==> src/rtl/pipeline_hazard_ctrl.sv <==
// Freeze/flush sequencer for the five-stage pipeline: RAW stalls in ID, branch
// flushes from EX, data-memory waits from MEM, plus stall/flush counters.
//
// state    | meaning
// RUN      | normal issue; resolves mem-wait, branch and RAW hazards by priority
// MEM_WAIT | whole pipe held until data memory answers or the wait times out
// ERROR    | memory never answered; pipe held until reset
module pipeline_hazard_ctrl #(
    parameter int REG_W       = 4,
    parameter int CNT_W       = 16,
    parameter int MEM_TIMEOUT = 64
) (
    input  logic             clk,
    input  logic             reset_n,
    input  logic [REG_W-1:0] src1,
    input  logic [REG_W-1:0] src2,
    input  logic             two_src,
    input  logic             src_valid,
    input  logic [REG_W-1:0] ex_dest,
    input  logic             ex_wb_en,
    input  logic             ex_mem_r_en,
    input  logic [REG_W-1:0] mem_dest,
    input  logic             mem_wb_en,
    input  logic             forward_en,
    input  logic             branch_taken,
    input  logic             mem_req,
    input  logic             mem_ready,
    output logic             pc_freeze,
    output logic             if_id_freeze,
    output logic             if_id_flush,
    output logic             id_ex_flush,
    output logic             backend_freeze,
    output logic             err,
    output logic [1:0]       state,
    output logic [CNT_W-1:0] stall_count,
    output logic [CNT_W-1:0] flush_count
);

    typedef enum logic [1:0] {
        RUN      = 2'd0,
        MEM_WAIT = 2'd1,
        ERROR    = 2'd2
    } state_e;

    localparam int WAIT_W = (MEM_TIMEOUT > 2) ? $clog2(MEM_TIMEOUT) : 1;
    localparam logic [WAIT_W-1:0] WAIT_LAST = WAIT_W'(MEM_TIMEOUT - 1);

    state_e            state_q, state_d;
    logic [WAIT_W-1:0] wait_q, wait_d, wait_inc;
    logic              err_q, err_d;
    logic [CNT_W-1:0]  stall_cnt_q, stall_cnt_d;
    logic [CNT_W-1:0]  flush_cnt_q, flush_cnt_d;

    logic raw_ex, raw_mem, hazard, mem_stall;
    logic pc_frz, ifid_frz, ifid_fl, idex_fl, be_frz;

    assign raw_ex  = src_valid & ex_wb_en &
                     ((src1 == ex_dest) | (two_src & (src2 == ex_dest)));
    assign raw_mem = src_valid & mem_wb_en &
                     ((src1 == mem_dest) | (two_src & (src2 == mem_dest)));
    // With forwarding only a load in EX cannot be bypassed in time.
    assign hazard    = forward_en ? (raw_ex & ex_mem_r_en) : (raw_ex | raw_mem);
    assign mem_stall = mem_req & ~mem_ready;
    assign wait_inc  = wait_q + 1'b1;

    always_comb begin
        state_d  = state_q;
        wait_d   = wait_q;
        err_d    = err_q;
        pc_frz   = 1'b0;
        ifid_frz = 1'b0;
        ifid_fl  = 1'b0;
        idex_fl  = 1'b0;
        be_frz   = 1'b0;
        case (state_q)
            RUN: begin
                if (mem_stall) begin
                    pc_frz   = 1'b1;
                    ifid_frz = 1'b1;
                    be_frz   = 1'b1;
                    wait_d   = '0;
                    state_d  = MEM_WAIT;
                end else if (branch_taken) begin
                    ifid_fl = 1'b1;
                    idex_fl = 1'b1;
                end else if (hazard) begin
                    pc_frz   = 1'b1;
                    ifid_frz = 1'b1;
                    idex_fl  = 1'b1;
                end
            end
            MEM_WAIT: begin
                if (mem_ready) begin
                    wait_d  = '0;
                    state_d = RUN;
                end else begin
                    pc_frz   = 1'b1;
                    ifid_frz = 1'b1;
                    be_frz   = 1'b1;
                    wait_d   = wait_inc;
                    if (wait_inc == WAIT_LAST) begin
                        state_d = ERROR;
                        err_d   = 1'b1;
                    end
                end
            end
            ERROR: begin
                pc_frz   = 1'b1;
                ifid_frz = 1'b1;
                be_frz   = 1'b1;
            end
            default: state_d = RUN;
        endcase
    end

    // Stage controls are forced quiet while reset is held.
    assign pc_freeze      = pc_frz   & reset_n;
    assign if_id_freeze   = ifid_frz & reset_n;
    assign if_id_flush    = ifid_fl  & reset_n;
    assign id_ex_flush    = idex_fl  & reset_n;
    assign backend_freeze = be_frz   & reset_n;

    always_comb begin
        stall_cnt_d = stall_cnt_q;
        flush_cnt_d = flush_cnt_q;
        if ((pc_frz | be_frz) && (stall_cnt_q != '1))
            stall_cnt_d = stall_cnt_q + 1'b1;
        if (ifid_fl && (flush_cnt_q != '1))
            flush_cnt_d = flush_cnt_q + 1'b1;
    end

    always_ff @(posedge clk or negedge reset_n) begin
        if (!reset_n) begin
            state_q     <= RUN;
            wait_q      <= '0;
            err_q       <= 1'b0;
            stall_cnt_q <= '0;
            flush_cnt_q <= '0;
        end else begin
            state_q     <= state_d;
            wait_q      <= wait_d;
            err_q       <= err_d;
            stall_cnt_q <= stall_cnt_d;
            flush_cnt_q <= flush_cnt_d;
        end
    end

    assign err         = err_q;
    assign state       = state_q;
    assign stall_count = stall_cnt_q;
    assign flush_count = flush_cnt_q;

endmodule

==> config.mk <==
export PLATFORM = sky130hd
export DESIGN_NAME = pipeline_hazard_ctrl
export DESIGN_NICKNAME = d
export VERILOG_FILES = /design/src/rtl/pipeline_hazard_ctrl.sv
export SDC_FILE = /design/constraint.sdc
export NUM_CORES = 1
export LEC_CHECK = 0
export ABC_AREA = 1
export CORE_UTILIZATION = 30
export DETAILED_ROUTE_END_ITERATION = 16
export GPL_TIMING_DRIVEN = 0
export PLACE_DENSITY_LB_ADDON = 0.1
export SLEW_MARGIN = 40
export SYNTH_ARGS = -nofsm -noshare
export SYNTH_HDL_FRONTEND = slang
export SYNTH_SLANG_ARGS = --single-unit
export TNS_END_PERCENT = 100
==> constraint.sdc <==
create_clock -name clk -period 2.1 [get_ports clk]
set_input_delay 0.315 -clock clk [delete_from_list [all_inputs] [get_ports clk]]
set_output_delay 0.315 -clock clk [all_outputs]
set_load 0.05 [all_outputs]
==> flow_metrics.env <==
export IMPL_layout_setup_ws_ns=0.0890
export IMPL_dieHeight_um=96.1
export IMPL_tightest_slew_ns=0.513
export IMPL_syn_to_final_growth_pct=37.4
export IMPL_cts_sinks=41
export IMPL_fmax_mhz=497
export IMPL_end_kind="output port"
export IMPL_maxCapViolations=0
export IMPL_timing_hold_ws_ns=0.0542
export IMPL_numCtsBuffers=5
export IMPL_nets=475
export IMPL_utilization_pct=43.5
export IMPL_power_w=0.00150
export IMPL_p_comb_share_pct=10.8
export IMPL_cp_start_kind="register"
export IMPL_finalCritPeriodShare_pct=95.8
export IMPL_root_buffer="clkbuf_8"
export IMPL_drive_gt1_share_pct=10.8
export IMPL_final_cells=549
export IMPL_io_buffers=66
export IMPL_ys_warn_count=0
export IMPL_clkPwrFrac_pct=36.0
export IMPL_dp_hpwl_um=5030
export IMPL_die_x_um=96.1
export IMPL_antenna_left=0
export IMPL_switching_share_pct=24.6
export IMPL_grt_max_degree=26
export IMPL_yosys_cell_count_top_type="nand2_1"
export IMPL_syn_area_mm2=0.00265
export IMPL_crit_arrival_ns=1.70
export IMPL_avgSynthCellArea_um2=7.33
export IMPL_cts_tree="done"
export IMPL_hold_viol=0
export IMPL_grt_pass1_wl_um=11100
export IMPL_status="finished clean"
export IMPL_drc_errors=0
export IMPL_path_class="reg -> out"
export IMPL_grt_overflow=0
export IMPL_fin_skew_ns=0.00946
export IMPL_n_antenna_cell=0
export IMPL_ctsHtreeMaxLevel=2
export IMPL_first_iter_violations=70
export IMPL_antenna_found_initial=0
export IMPL_syn_inst=362
export IMPL_critPathMaxFanout=7
export IMPL_clk_pin_slew_ns=0.08
export IMPL_ys_types=31
export IMPL_async_flop_share_pct=100
export IMPL_place_inst=534
export IMPL_crit_required_ns=1.78
export IMPL_row_count=33
export IMPL_start_util_pct=31.7
export IMPL_holdCritPathClass="in -> async"
export IMPL_rsz0062_at_grt="true"
export IMPL_setup_viol=0
export IMPL_fin_crit_ns=2.01
export IMPL_ys_flop_type="dfrtp_1"
export IMPL_avgViaCountPerCell=4.63
export IMPL_power_leakage_nw=1.79
export IMPL_syn_nets=393
export IMPL_switching_power_w=0.000369
export IMPL_synth_area_top_cells="dfrtp_1 (39%), nand2_1 (16%), xor2_1 (8.9%)"
export IMPL_slew_violations=0
export IMPL_dr_pass1_iters=4
export IMPL_wl_per_cell_um=12.2
export IMPL_synth_top_area_cell="dfrtp_1"
export IMPL_ys_seq_elements=41
export IMPL_ir_drop_mv=0.235
export IMPL_ioPinCount=67
export IMPL_n_fill_cell=871
export IMPL_synthTopCellsByCount="nand2_1 (114), inv_1 (45), dfrtp_1 (41)"
export IMPL_dieArea_mm2=0.00923
export IMPL_grt_usage_pct=15.6
export IMPL_vias=2540
export IMPL_synth_edf_count=0
export IMPL_seqPwrFrac_pct=53.2
export IMPL_wirelength_um=6670
export IMPL_pre_cts_ws_ns=-0.769
export IMPL_relSlewSlack_pct=65.7
export IMPL_clk_path_buf_depth=2
export IMPL_pwr_density_cell_mw_per_mm2=411
export IMPL_synth_top_area_share_pct=38.7
export IMPL_grt_pass1_vias=2453
export IMPL_core_area_mm2=0.00838
export IMPL_clock_latency_ns=0.29
export IMPL_place_gp_congestion=0.805
export IMPL_intPower_w=0.00113
export IMPL_yosysSeqAreaShare_pct=38.7
## placed cells by master, fill, tap and decap left out, drive strengths merged
cell	Yosys	routed
buf	5	18
a21oi	2	2
dlygate4sd2	0	16
o21bai	1	1
and3	1	1
xor2	27	27
dlymetal6s2s	0	1
nor2	36	36
nand2	117	117
clkdlybuf4s15	0	1
clkinvlp	0	1
clkbuf	0	7
o22ai	2	2
a22o	1	1
nor4b	1	1
a31oi	1	1
xnor2	10	10
clkdlybuf4s50	0	43
nand3	39	39
ha	4	4
nor4	1	1
inv	47	47
nor3	10	10
dfrtp	41	41
o21ai	8	8
nand4	7	7
mux2i	1	1
## state kept, by name (all words and copies together), names as in the netlist
name / count
state: 2
stall_count: 16
err: 1
wait_q: 6
flush_count: 16
## per-stage QoR
step,setup TNS (ns),cell area [µm²]
floorplan,-0.148,2670
global placement,-29.75,3460
detailed placement,-2.96,3480
CTS,0,3620
global route,-0.0135,3650
finish,0,3650
## layer usage
| metal | vias up | share of wire (%) | GRT usage (%) |
|---|---|---|---|
| met4 | 0 | 0.54 | 3.48 |
| met5 | - | 0 | 0 |
| met1 | 1181 | 49 | 20.4 |
| met3 | 2 | 6.0 | 4.58 |
| met2 | 54 | 45 | 25.3 |
| li1 | 1303 | - | - |
## path summary, 6_finish.rpt
path / from / end / slack (ns) / cells after the start
setup / recovery: state[1]$_DFFE_PN0P_ / pc_freeze / 0.09 / 8
hold / removal: reset_n / stall_count[12]$_DFFE_PN0P_ / 0.05 / 3
setup reg to reg: stall_count[0]$_DFFE_PN0P_ / stall_count[9]$_DFFE_PN0P_ / 0.18 / 9
hold reg to reg: err$_DFFE_PN0P_ / err$_DFFE_PN0P_ / 0.48 / 1
max in group asynchronous: reset_n / stall_count[10]$_DFFE_PN0P_ / 1.76 / 2
min in group clk: err$_DFFE_PN0P_ / err$_DFFE_PN0P_ / 0.48 / 1
## worst max-delay path, cell delays in order, from the launching register on
cell and delay [ns]:
dfrtp_2 0.44, nor2_2 0.10, inv_2 0.05, nor2_4 0.16, inv_4 0.07, and3_4 0.17
a21oi_4 0.16, buf_4 0.13, buf_8 0.13
## timing repair
action                                  in CTS  in global routing
gates resized for setup                     47                  8
buffers inserted                             4                  2
endpoints found under the hold margin       16                  0
endpoints found under the setup margin       5                  5
cloned                                       0                  0
pin swaps                                    4                  5
hold buffers                                 2                  0
## power groups by stage
stage	logic, W	clock network (W)	registers [W]
2_1_floorplan	0.0000630	0	0.000817
3_3_place_gp	0.000158	0	0.000814
3_5_place_dp	0.000163	0	0.000814
4_1_cts	0.000166	0.000567	0.000798
5_1_grt	0.000181	0.000605	0.000799
6_report	0.000162	0.000539	0.000798
## final cells by class
class / instances / area (µm²) / area share, %
buffer: 5 / 33.8 / 0.927
clock buffer: 6 / 82.6 / 2.26
clock inverter: 1 / 7.51 / 0.206
inverter: 47 / 179 / 4.91
multi-input combinational: 269 / 1450 / 39.7
sequential: 41 / 1030 / 28.2
tap: 105 / 131 / 3.60
timing repair buffer: 75 / 736 / 20.2
## kinds of logic after synthesis
kind of cell             Yosys count  share of synthesized area, %
AND/OR/NAND/NOR                  212                          35.7
multiplexers                       1                         0.377
buffers and inverters             52                          7.92
XOR/XNOR                          37                          12.2
AO/OA/AOI/OAI                     15                          3.21
flip-flops                        41                          38.7
adder cells (fa/ha/maj)            4                          1.89
No activity file was read; power rests on OpenSTA's default activity.
